<file path="config.mk">
export PLATFORM = sky130hd
export DESIGN_NAME = stopwatch_ctrl
export DESIGN_NICKNAME = d
export VERILOG_FILES = /design/src/rtl/stopwatch_ctrl.sv
export SDC_FILE = /design/constraint.sdc
export NUM_CORES = 1
export LEC_CHECK = 0
export CAP_MARGIN = 30
export CORE_ASPECT_RATIO = 1.5
export CORE_UTILIZATION = 45
export CTS_BUF_LIST = sky130_fd_sc_hd__clkbuf_8
export DETAILED_ROUTE_END_ITERATION = 12
export GPL_TIMING_DRIVEN = 0
export PLACE_DENSITY = 0.63
export SETUP_SLACK_MARGIN = 0.4
export SYNTH_ARGS = -nofsm -noshare
export SYNTH_HDL_FRONTEND = slang
export SYNTH_SLANG_ARGS = --single-unit
export TNS_END_PERCENT = 50
</file>
<file path="constraint.sdc">
create_clock -name clk -period 8.25 [get_ports clk]
set_input_delay 2.0625 -clock clk [delete_from_list [all_inputs] [get_ports clk]]
set_output_delay 2.0625 -clock clk [all_outputs]
set_load 0.1 [all_outputs]
</file>
<file path="src/rtl/stopwatch_ctrl.sv">
// Stopwatch control front-end: debounces five push-buttons, turns accepted
// presses into one-cycle events, and runs the IDLE/RUN/PAUSE/LAP machine that
// drives the prescaler/decade chain and chooses the live or lap display value.
// The buttons carry no handshake: an event is a single-cycle pulse that the
// FSM and speed logic consume in the cycle it is high, with no back-pressure.
module stopwatch_ctrl #(
  parameter int          DEB_CYCLES = 1000000,
  parameter logic [15:0] STOP_AT    = 16'h9999,
  parameter logic [2:0]  SPEED_INIT = 3'd0
) (
  input  logic        clk,
  input  logic        rst,
  input  logic        btn_ss,
  input  logic        btn_clr,
  input  logic        btn_lap,
  input  logic        btn_fast,
  input  logic        btn_slow,
  input  logic [15:0] cnt_num,
  output logic        cnt_en,
  output logic        cnt_clr,
  output logic [2:0]  speed,
  output logic [15:0] disp_num,
  output logic [1:0]  state,
  output logic        done
);

  localparam int NB = 5;
  localparam int CW = $clog2(DEB_CYCLES + 1);
  // The accept happens on the edge where the counter would reach DEB_CYCLES.
  localparam logic [CW-1:0] DEB_LAST = CW'(DEB_CYCLES - 1);

  typedef enum logic [1:0] {
    IDLE  = 2'b00,
    RUN   = 2'b01,
    PAUSE = 2'b10,
    LAP   = 2'b11
  } state_t;

  // Button lanes: 0 ss, 1 clr, 2 lap, 3 fast, 4 slow.
  logic [NB-1:0] raw;
  logic [NB-1:0] sync1;
  logic [NB-1:0] sync2;
  logic [NB-1:0] stable;
  logic [NB-1:0] press;
  logic [CW-1:0] deb_cnt [NB];

  logic ev_ss, ev_clr, ev_lap, ev_fast, ev_slow;

  state_t      state_q, state_d;
  logic        clr_d;
  logic        done_d;
  logic [15:0] hold_q, hold_d;
  logic        at_stop;

  assign raw = {btn_slow, btn_fast, btn_lap, btn_clr, btn_ss};

  // Two-flop synchronizer for the asynchronous button inputs.
  always_ff @(posedge clk or posedge rst) begin
    if (rst) begin
      sync1 <= '0;
      sync2 <= '0;
    end else begin
      sync1 <= raw;
      sync2 <= sync1;
    end
  end

  // Per-button stability counter; a press pulse fires when a rising level is accepted.
  always_ff @(posedge clk or posedge rst) begin
    if (rst) begin
      stable <= '0;
      press  <= '0;
      for (int i = 0; i < NB; i++) deb_cnt[i] <= '0;
    end else begin
      for (int i = 0; i < NB; i++) begin
        press[i] <= 1'b0;
        if (sync2[i] != stable[i]) begin
          if (deb_cnt[i] == DEB_LAST) begin
            stable[i]  <= sync2[i];
            press[i]   <= sync2[i];
            deb_cnt[i] <= '0;
          end else begin
            deb_cnt[i] <= deb_cnt[i] + 1'b1;
          end
        end else begin
          deb_cnt[i] <= '0;
        end
      end
    end
  end

  assign ev_ss   = press[0];
  assign ev_clr  = press[1];
  assign ev_lap  = press[2];
  assign ev_fast = press[3];
  assign ev_slow = press[4];
  assign at_stop = (cnt_num == STOP_AT);

  // Next-state logic: clr beats ss beats lap, auto-stop beats all events while counting.
  always_comb begin
    state_d = state_q;
    clr_d   = 1'b0;
    done_d  = done;
    hold_d  = hold_q;
    case (state_q)
      IDLE: begin
        if (ev_clr) begin
          clr_d  = 1'b1;
          done_d = 1'b0;
        end else if (ev_ss) begin
          state_d = RUN;
        end
      end
      RUN: begin
        if (at_stop) begin
          state_d = PAUSE;
          done_d  = 1'b1;
        end else if (ev_ss) begin
          state_d = PAUSE;
        end else if (ev_lap) begin
          state_d = LAP;
          hold_d  = cnt_num;
        end
      end
      LAP: begin
        if (at_stop) begin
          state_d = PAUSE;
          done_d  = 1'b1;
        end else if (ev_ss) begin
          state_d = PAUSE;
        end else if (ev_lap) begin
          state_d = RUN;
        end
      end
      PAUSE: begin
        if (ev_clr) begin
          state_d = IDLE;
          clr_d   = 1'b1;
          done_d  = 1'b0;
        end else if (ev_ss && !done) begin
          state_d = RUN;
        end
      end
      default: state_d = IDLE;
    endcase
  end

  // State and registered outputs; display follows the state being entered.
  always_ff @(posedge clk or posedge rst) begin
    if (rst) begin
      state_q  <= IDLE;
      cnt_en   <= 1'b0;
      cnt_clr  <= 1'b0;
      done     <= 1'b0;
      hold_q   <= '0;
      disp_num <= '0;
    end else begin
      state_q  <= state_d;
      cnt_en   <= (state_d == RUN) || (state_d == LAP);
      cnt_clr  <= clr_d;
      done     <= done_d;
      hold_q   <= hold_d;
      disp_num <= (state_d == LAP) ? hold_d : cnt_num;
    end
  end

  // Speed code: saturating up/down, simultaneous presses cancel.
  always_ff @(posedge clk or posedge rst) begin
    if (rst) begin
      speed <= SPEED_INIT;
    end else if (ev_fast && !ev_slow && speed != 3'd7) begin
      speed <= speed + 3'd1;
    end else if (ev_slow && !ev_fast && speed != 3'd0) begin
      speed <= speed - 3'd1;
    end
  end

  assign state = state_q;

endmodule

</file>
==> results of run 1 <==
## per-layer routing
layer | vias to the layer above | global-route usage
met3 | 40 | 0.04871
met1 | 2679 | 0.2171
li1 | 2601 | -
met4 | 0 | 0.08095
met2 | 112 | 0.3238
met5 | - | 0
## cell type report
type	count	area, µm²	share of cell area
flip-flops and latches	159	3979	0.4628
multi-input cells	487	3258	0.3790
repair buffers	47	488.0	0.05676
well taps	206	257.7	0.02998
clock buffers	18	247.7	0.02882
clock inverters	14	166.4	0.01936
plain buffers	25	120.1	0.01397
inverters	20	80.08	0.009315
## cells by family (layout without fill, tap and decap cells)
kind of cell | Yosys count | in the layout | share of synthesized area
and+or+nand+nor | 299 | 299 | 0.2239
DFF | 159 | 159 | 0.5354
AOI/OAI and AO/OA | 72 | 72 | 0.06078
xor gates and xnor gates | 70 | 70 | 0.08249
buffers and inverters | 45 | 124 | 0.02626
muxes | 40 | 40 | 0.06010
adders and majority gates | 6 | 6 | 0.01111
## state kept, by name (all words and copies together), names as in the netlist
signal and count:
cnt_clr 1, cnt_en 1, deb_cnt 100, disp_num 16, done 1, hold_q 16
press 5, speed 3, stable 5, state 1, sync1 5, sync2 5
## power by group through the flow
stage	Clock [mW]	Sequential, mW	Combinational, mW
floorplan	0	0.843	0.0348
global placement	0	0.815	0.0958
detailed placement	0	0.815	0.0990
CTS	0.613	0.799	0.0991
global route	0.646	0.801	0.107
finish	0.595	0.799	0.0971
## final timing paths
kind                              from      endpoint  slack (ps)  cells after the start
hold / removal                sync1[2]      sync2[2]         350                      0
hold reg to reg               sync1[2]      sync2[2]         350                      0
setup reg to reg           deb_cnt[60]   deb_cnt[72]        5820                      7
setup / recovery           cnt_num[12]  disp_num[11]        3780                      6
min in group asynchronous          rst   deb_cnt[35]        2090                      2
max in group asynchronous          rst        cnt_en        5260                      3
## layout by cell type, fill, tap and decap left out, types with 20 or more instances in the layout
cell type and instances:
sky130_fd_sc_hd__xor2_1 36, sky130_fd_sc_hd__nand2_1 37, sky130_fd_sc_hd__nand4_1 28, sky130_fd_sc_hd__a21oi_1 31, sky130_fd_sc_hd__nor2_1 86, sky130_fd_sc_hd__clkdlybuf4s50_1 46
sky130_fd_sc_hd__mux2_2 37, sky130_fd_sc_hd__dfrtp_1 159, sky130_fd_sc_hd__nand3_1 29, sky130_fd_sc_hd__xnor2_1 34, sky130_fd_sc_hd__inv_1 20
## critical path, cell delays in order
cell and delay [ps]:
sky130_fd_sc_hd__clkdlybuf4s50_1 480, sky130_fd_sc_hd__nor4bb_1 700, sky130_fd_sc_hd__a41oi_1 360, sky130_fd_sc_hd__nand4b_1 460, sky130_fd_sc_hd__buf_2 350, sky130_fd_sc_hd__mux2_2 370
==> impl_results.html, run 1 <==
<table>
<tr><th>Metric</th><th>Value</th></tr>
<tr><th colspan="2">Drt</th></tr>
<tr><td>Via-per-instance ratio</td><td>5.566</td></tr>
<tr><td>Number of detailed-route iterations in the first pass</td><td>5</td></tr>
<tr><td>Met3 routed WL</td><td>566 µm</td></tr>
<tr><td>DRC errors left</td><td>0</td></tr>
<tr><td>Wire length on met2</td><td>7.694 mm</td></tr>
<tr><td>Vias post-DR</td><td>5432</td></tr>
<tr><td>Final wirelength</td><td>14.68 mm</td></tr>
<tr><td>Antenna viol nets, final</td><td>0</td></tr>
<tr><td>Top Metal Used</td><td>met4</td></tr>
<tr><td>Detail-routed net length per standard cell</td><td>15.04 µm</td></tr>
<tr><td>Length of routed wiring on met1</td><td>6.028 mm</td></tr>
<tr><td>1st-iter DRT viols</td><td>296</td></tr>
<tr><th colspan="2">Timing</th></tr>
<tr><td>Maximum frequency from static timing analysis</td><td>223.9 MHz</td></tr>
<tr><td>Final worst slack</td><td>3784 ps</td></tr>
<tr><td>Count of final max-slew check failures</td><td>0</td></tr>
<tr><td>Min cycle time layout</td><td>4466 ps</td></tr>
<tr><td>Setup tns final</td><td>0 ps</td></tr>
<tr><td>Final cycle utilization of the critical path</td><td>0.5413</td></tr>
<tr><td>Final-report hold violation count</td><td>0</td></tr>
<tr><td>Final setup violating endpoints</td><td>0</td></tr>
<tr><td>Hold slack</td><td>353.0 ps</td></tr>
<tr><td>Max transition margin</td><td>0.3202</td></tr>
<tr><td>Setup skew after layout</td><td>12.10 ps</td></tr>
<tr><td>RSZ-0062 raised after global routing</td><td>no</td></tr>
<tr><td>Slew of the pin with the lowest slew margin</td><td>1017 ps</td></tr>
<tr><th colspan="2">Clock tree</th></tr>
<tr><td>Clock-pin slew of the registers on the worst-case setup and hold paths</td><td>90 ps</td></tr>
<tr><td>H-tree depth</td><td>4</td></tr>
<tr><td>Clock latency at the later pin of the worst-skew pair</td><td>450 ps</td></tr>
<tr><td>Setup repair bufs after CTS</td><td>0</td></tr>
<tr><td>Clock root buffer master</td><td>sky130_fd_sc_hd__clkbuf_8</td></tr>
<tr><td>Cts bufs inserted</td><td>17</td></tr>
<tr><td>Maximum buffer depth of the clock tree</td><td>2</td></tr>
<tr><td>Post-cts repair resize count</td><td>0</td></tr>
<tr><td>Number of clock sinks seen by CTS</td><td>159</td></tr>
<tr><td>CTS tree</td><td>done</td></tr>
<tr><td>Hold Buf Count CTS</td><td>0</td></tr>
<tr><th colspan="2">Logic synthesis</th></tr>
<tr><td>Sequential area share after synthesis</td><td>0.5354</td></tr>
<tr><td>Netlist area before placement</td><td>7432 µm²</td></tr>
<tr><td>Share of Yosys cell area claimed by the top area cell type</td><td>0.5354</td></tr>
<tr><td>Cell with the most instances after synthesis</td><td>sky130_fd_sc_hd__dfrtp_1</td></tr>
<tr><td>Total of warnings raised by yosys</td><td>0</td></tr>
<tr><td>Net count after synthesis</td><td>720</td></tr>
<tr><td>Most instantiated flip-flop cell in the synthesis netlist</td><td>sky130_fd_sc_hd__dfrtp_1</td></tr>
<tr><td>Top cells by instance count after synthesis</td><td>sky130_fd_sc_hd__dfrtp_1, sky130_fd_sc_hd__nor2_1, sky130_fd_sc_hd__mux2_2, sky130_fd_sc_hd__nand2_1, sky130_fd_sc_hd__xor2_1</td></tr>
<tr><td>Number of enable-type register cells in the synthesized netlist</td><td>0</td></tr>
<tr><td>Async S/R FF share, synth</td><td>1.000</td></tr>
<tr><td>Number of register bits inferred by synthesis</td><td>159</td></tr>
<tr><td>Mapped Avg Cell Area</td><td>10.76 µm²</td></tr>
<tr><td>Unique cell type count in the Yosys netlist</td><td>55</td></tr>
<tr><td>Leading cell types by total area after synthesis</td><td>sky130_fd_sc_hd__dfrtp_1, sky130_fd_sc_hd__mux2_2, sky130_fd_sc_hd__nor2_1, sky130_fd_sc_hd__xor2_1, sky130_fd_sc_hd__xnor2_1</td></tr>
<tr><td>Dominant cell type by area after synthesis</td><td>sky130_fd_sc_hd__dfrtp_1</td></tr>
<tr><td>Post-Syn Instances</td><td>691</td></tr>
<tr><th colspan="2">Power and ir drop</th></tr>
<tr><td>Worst ir drop on vdd</td><td>0.0001066 V</td></tr>
<tr><td>Power spent charging and discharging nets</td><td>0.3647 mW</td></tr>
<tr><td>Fraction of power spent switching nets</td><td>0.2445</td></tr>
<tr><td>Comb power frac</td><td>0.065</td></tr>
<tr><td>Reported leakage power</td><td>3.531 nW</td></tr>
<tr><td>Internal power</td><td>1.127 mW</td></tr>
<tr><td>Clock Power Share</td><td>0.399</td></tr>
<tr><td>Final Power</td><td>1.492 mW</td></tr>
<tr><td>Power density normalized to cell area</td><td>173.5 nW/µm²</td></tr>
<tr><td>Sequential Power Share</td><td>0.536</td></tr>
<tr><th colspan="2">Placed design</th></tr>
<tr><td>Cell Count Post-Placement</td><td>944</td></tr>
<tr><td>Post-placement setup slack</td><td>3380 ps</td></tr>
<tr><td>Final RePlAce weighted congestion</td><td>0.8311</td></tr>
<tr><td>Placed wire-length estimate after detailed placement</td><td>10.40 mm</td></tr>
<tr><td>Total placed instance area</td><td>8183 µm²</td></tr>
<tr><td>Number of buffers added on ports</td><td>46</td></tr>
<tr><th colspan="2">Floorplan</th></tr>
<tr><td># rows</td><td>57</td></tr>
<tr><td>DIE AREA</td><td>17040 µm²</td></tr>
<tr><td>DIE HEIGHT</td><td>159.4 µm</td></tr>
<tr><td>Effective utilization at floorplan</td><td>0.4591</td></tr>
<tr><td>Floorplan Core Area</td><td>16190 µm²</td></tr>
<tr><td>Horiz. Die Dim</td><td>106.9 µm</td></tr>
<tr><td>Top-level port count</td><td>47</td></tr>
<tr><th colspan="2">Layout</th></tr>
<tr><td>N_diodes</td><td>0</td></tr>
<tr><td>Share of cells above drive strength 1</td><td>0.1260</td></tr>
<tr><td>Layout Nets</td><td>786</td></tr>
<tr><td>Fin util</td><td>0.5310</td></tr>
<tr><td>Total of fill cells in the finished design</td><td>1432</td></tr>
<tr><td>Final instance area</td><td>8597 µm²</td></tr>
<tr><td>Layout area overhead</td><td>15.67%</td></tr>
<tr><td>Post-Layout Cell Count</td><td>976</td></tr>
<tr><th colspan="2">Worst setup path</th></tr>
<tr><td>Required arrival time at the worst endpoint</td><td>8580 ps</td></tr>
<tr><td>Arrival @ worst endpoint</td><td>4800 ps</td></tr>
<tr><td>Max Fanout on Critical Path</td><td>10</td></tr>
<tr><td>Sort of element at the end of the critical path</td><td>flip-flop</td></tr>
<tr><td>Path type of the worst setup path</td><td>input port to flip-flop</td></tr>
<tr><td>CP startpoint kind</td><td>input port</td></tr>
<tr><th colspan="2">Global routing</th></tr>
<tr><td>Pin count of the biggest net entering global routing</td><td>87</td></tr>
<tr><td>Total global routing track utilization</td><td>0.1875</td></tr>
<tr><td>First-pass GRT wire length</td><td>25.45 mm</td></tr>
<tr><td>Via count of the first global-routing pass</td><td>5512</td></tr>
<tr><td>Initial antenna violation count</td><td>0</td></tr>
<tr><td>Grt total ovfl</td><td>0</td></tr>
<tr><th colspan="2">Worst hold path</th></tr>
<tr><td>Type of the worst min-delay path</td><td>flip-flop to flip-flop</td></tr>
<tr><th colspan="2">Outcome</th></tr>
<tr><td>Status</td><td>finished clean</td></tr>
<tr><th colspan="2">Job</th></tr>
<tr><td>Number of max-cap violations</td><td>0</td></tr>
</table>
No activity file was read; power rests on OpenSTA's default activity.
==> inputs of run 2 (changes only) <==
clock period = 4.4 ns   (was 8.25 ns; I/O delays follow)
==> run 2 against run 1 <==
Against the previous run: wire length rose by 1.4%; non-clock buffer count rose by 3; core utilization rose by 0.22 points; critical endpoint is now disp_num[14]; power rose by 87%; design area rose by 0.42%.
==> impl_results.html, run 2 (synthesized netlist as in run 1, its figures left out) <==
<table>
<tr><th>Metric</th><th>Value</th></tr>
<tr><th colspan="2">Outcome</th></tr>
<tr><td>Status</td><td>finished clean</td></tr>
<tr><th colspan="2">Power and ir drop</th></tr>
<tr><td>Sequential Power Share</td><td>0.538</td></tr>
<tr><td>Comb power frac</td><td>0.068</td></tr>
<tr><td>Worst ir drop on vdd</td><td>0.0002204 V</td></tr>
<tr><td>Reported leakage power</td><td>3.573 nW</td></tr>
<tr><td>Internal power</td><td>2.109 mW</td></tr>
<tr><td>Clock Power Share</td><td>0.394</td></tr>
<tr><td>Power spent charging and discharging nets</td><td>0.6751 mW</td></tr>
<tr><td>Power density normalized to cell area</td><td>322.4 nW/µm²</td></tr>
<tr><td>Fraction of power spent switching nets</td><td>0.2425</td></tr>
<tr><th colspan="2">Layout</th></tr>
<tr><td>Post-Layout Cell Count</td><td>979</td></tr>
<tr><td>Largest register FFs</td><td>100</td></tr>
<tr><td>Share of cells above drive strength 1</td><td>0.1268</td></tr>
<tr><td>Registers with the highest flip-flop counts</td><td>deb_cnt (100), disp_num (16), hold_q (16)</td></tr>
<tr><td>Layout area overhead</td><td>16.16%</td></tr>
<tr><td>Fin util</td><td>0.5333</td></tr>
<tr><td>Layout Nets</td><td>789</td></tr>
<tr><td>Most frequent cells in the layout</td><td>sky130_fd_sc_hd__dfrtp_1, sky130_fd_sc_hd__nor2_1, sky130_fd_sc_hd__clkdlybuf4s50_1</td></tr>
<tr><td>Register containing the most flip-flops in the final layout</td><td>deb_cnt</td></tr>
<tr><td>Most common cell after layout, fill and taps aside</td><td>sky130_fd_sc_hd__dfrtp_1</td></tr>
<tr><td>N_diodes</td><td>0</td></tr>
<tr><th colspan="2">Worst setup path</th></tr>
<tr><td>Required arrival time at the worst endpoint</td><td>4750 ps</td></tr>
<tr><td>Cell family with the largest share of critical-path delay</td><td>simple AND/OR/NAND/NOR gates</td></tr>
<tr><td>Sort of element at the end of the critical path</td><td>flip-flop</td></tr>
<tr><td>CP startpoint kind</td><td>input port</td></tr>
<tr><td>CP max-delay cell</td><td>sky130_fd_sc_hd__nor4bb_1</td></tr>
<tr><td>Maximum single-stage delay on the critical path</td><td>560 ps</td></tr>
<tr><td>Path type of the worst setup path</td><td>input port to flip-flop</td></tr>
<tr><td>Max Fanout on Critical Path</td><td>10</td></tr>
<tr><td>Cell-by-cell listing of the critical path</td><td>clkdlybuf4s50_1 &gt; nor4bb_1 &gt; a41oi_1 &gt; nand4b_1 &gt; buf_2 &gt; mux2_2</td></tr>
<tr><td>Arrival @ worst endpoint</td><td>3750 ps</td></tr>
<tr><td>Buf/Inv on CP</td><td>2</td></tr>
<tr><th colspan="2">Clock tree</th></tr>
<tr><td>Clock latency at the later pin of the worst-skew pair</td><td>460 ps</td></tr>
<tr><td>Maximum buffer depth of the clock tree</td><td>2</td></tr>
<tr><td>Cts bufs inserted</td><td>17</td></tr>
<tr><td>H-tree depth</td><td>4</td></tr>
<tr><td>CTS tree</td><td>done</td></tr>
<tr><td>Post-cts repair resize count</td><td>0</td></tr>
<tr><td>Number of clock sinks seen by CTS</td><td>159</td></tr>
<tr><td>Hold Buf Count CTS</td><td>0</td></tr>
<tr><td>Clock root buffer master</td><td>sky130_fd_sc_hd__clkbuf_8</td></tr>
<tr><td>Setup repair bufs after CTS</td><td>0</td></tr>
<tr><td>Clock-pin slew of the registers on the worst-case setup and hold paths</td><td>80 ps</td></tr>
<tr><th colspan="2">Placed design</th></tr>
<tr><td>Cell Count Post-Placement</td><td>947</td></tr>
<tr><td>Final RePlAce weighted congestion</td><td>0.7899</td></tr>
<tr><td>Placed wire-length estimate after detailed placement</td><td>10.66 mm</td></tr>
<tr><td>Number of buffers added on ports</td><td>46</td></tr>
<tr><th colspan="2">Timing</th></tr>
<tr><td>Final-report hold violation count</td><td>0</td></tr>
<tr><td>Setup tns final</td><td>0 ps</td></tr>
<tr><td>Final setup violating endpoints</td><td>0</td></tr>
<tr><td>Setup skew after layout</td><td>9.932 ps</td></tr>
<tr><td>Slew of the pin with the lowest slew margin</td><td>1010 ps</td></tr>
<tr><td>RSZ-0062 raised after global routing</td><td>no</td></tr>
<tr><td>Maximum frequency from static timing analysis</td><td>293.9 MHz</td></tr>
<tr><td>Max transition margin</td><td>0.3244</td></tr>
<tr><td>Count of final max-slew check failures</td><td>0</td></tr>
<tr><td>Hold slack</td><td>351.4 ps</td></tr>
<tr><td>Final cycle utilization of the critical path</td><td>0.7734</td></tr>
<tr><td>Min cycle time layout</td><td>3403 ps</td></tr>
<tr><th colspan="2">Drt</th></tr>
<tr><td>1st-iter DRT viols</td><td>216</td></tr>
<tr><td>Antenna viol nets, final</td><td>0</td></tr>
<tr><td>Final wirelength</td><td>14.90 mm</td></tr>
<tr><td>Via-per-instance ratio</td><td>5.492</td></tr>
<tr><td>Vias post-DR</td><td>5377</td></tr>
<tr><td>Detail-routed net length per standard cell</td><td>15.21 µm</td></tr>
<tr><td>Number of detailed-route iterations in the first pass</td><td>4</td></tr>
<tr><td>DRC errors left</td><td>0</td></tr>
<tr><th colspan="2">Floorplan</th></tr>
<tr><td>DIE HEIGHT</td><td>159.4 µm</td></tr>
<tr><td>Effective utilization at floorplan</td><td>0.4591</td></tr>
<tr><td>Floorplan Core Area</td><td>16190 µm²</td></tr>
<tr><td>DIE AREA</td><td>17040 µm²</td></tr>
<tr><td># rows</td><td>57</td></tr>
<tr><td>Top-level port count</td><td>47</td></tr>
<tr><td>Horiz. Die Dim</td><td>106.9 µm</td></tr>
<tr><th colspan="2">Global routing</th></tr>
<tr><td>Via count of the first global-routing pass</td><td>5547</td></tr>
<tr><td>Pin count of the biggest net entering global routing</td><td>42</td></tr>
<tr><td>Grt total ovfl</td><td>0</td></tr>
<tr><td>Total global routing track utilization</td><td>0.1943</td></tr>
<tr><td>Initial antenna violation count</td><td>0</td></tr>
<tr><td>First-pass GRT wire length</td><td>26.35 mm</td></tr>
<tr><th colspan="2">Worst hold path</th></tr>
<tr><td>Type of the worst min-delay path</td><td>flip-flop to flip-flop</td></tr>
<tr><th colspan="2">Job</th></tr>
<tr><td>Number of max-cap violations</td><td>0</td></tr>
</table>
[run 2: cell count changes in the layout (fill, tap and decap cells not counted)]
cell and delta:
sky130_fd_sc_hd__clkinv_2 +3, sky130_fd_sc_hd__inv_1 +2, sky130_fd_sc_hd__inv_6 -3, sky130_fd_sc_hd__buf_12 +4
sky130_fd_sc_hd__clkinv_4 +2, sky130_fd_sc_hd__clkinvlp_4 -4, sky130_fd_sc_hd__buf_16 -1
[run 2: path summary, 6_finish.rpt]
kind                        startpoint  slack (ps)           end  depth (start not counted)
min in group asynchronous          rst         990   deb_cnt[31]                          2
hold / removal                sync1[3]         350      sync2[3]                          0
setup / recovery           cnt_num[15]        1000  disp_num[14]                          6
max in group asynchronous          rst        2380   deb_cnt[53]                          5
hold reg to reg               sync1[3]         350      sync2[3]                          0
setup reg to reg           deb_cnt[60]        1980   deb_cnt[70]                          7
[run 2: area by class of cell]
cell class | instances | area (µm²)
Fill cell | 1439 | 7556
Sequential cell | 159 | 3979
Multi-Input combinational cell | 487 | 3258
Timing Repair Buffer | 50 | 540.5
Tap cell | 206 | 257.7
Clock buffer | 18 | 247.7
Clock inverter | 14 | 151.4
Buffer | 25 | 120.1
Inverter | 20 | 78.83
[run 2: worst register-to-register path: cells and delay by family, from the launching register on]
kind | cells | cell delay (ps)
AO/OA/AOI/OAI | 1 | 650
adder cells (fa/ha/maj) | 1 | 220
buffers and inverters | 2 | 590
flip-flops | 1 | 390
AND/OR/NAND/NOR | 3 | 460
[run 2: power groups by stage]
stage,registers (mW),clock network (mW),logic (mW)
6_report,1.50,1.10,0.188
3_3_place_gp,1.53,0,0.181
5_1_grt,1.50,1.20,0.206
3_5_place_dp,1.53,0,0.193
2_1_floorplan,1.58,0,0.0655
4_1_cts,1.50,1.14,0.193
[run 2: layer usage]
layer	vias up	GRT usage	wire length [µm]
li1	2611	-	-
met3	19	0.04912	435
met2	73	0.3349	7728
met1	2674	0.2347	6518
met4	0	0.06476	214
met5	-	0	0
[run 2: stage by stage]
step	total power [mW]	setup slack (ps)	instance area (µm²)
2_1_floorplan	1.647	1285	7436
3_3_place_gp	1.709	-90.32	8154
3_5_place_dp	1.721	411.6	8234
4_1_cts	2.827	906.4	8633
5_1_grt	2.912	795.6	8633
6_report	2.784	997.1	8633
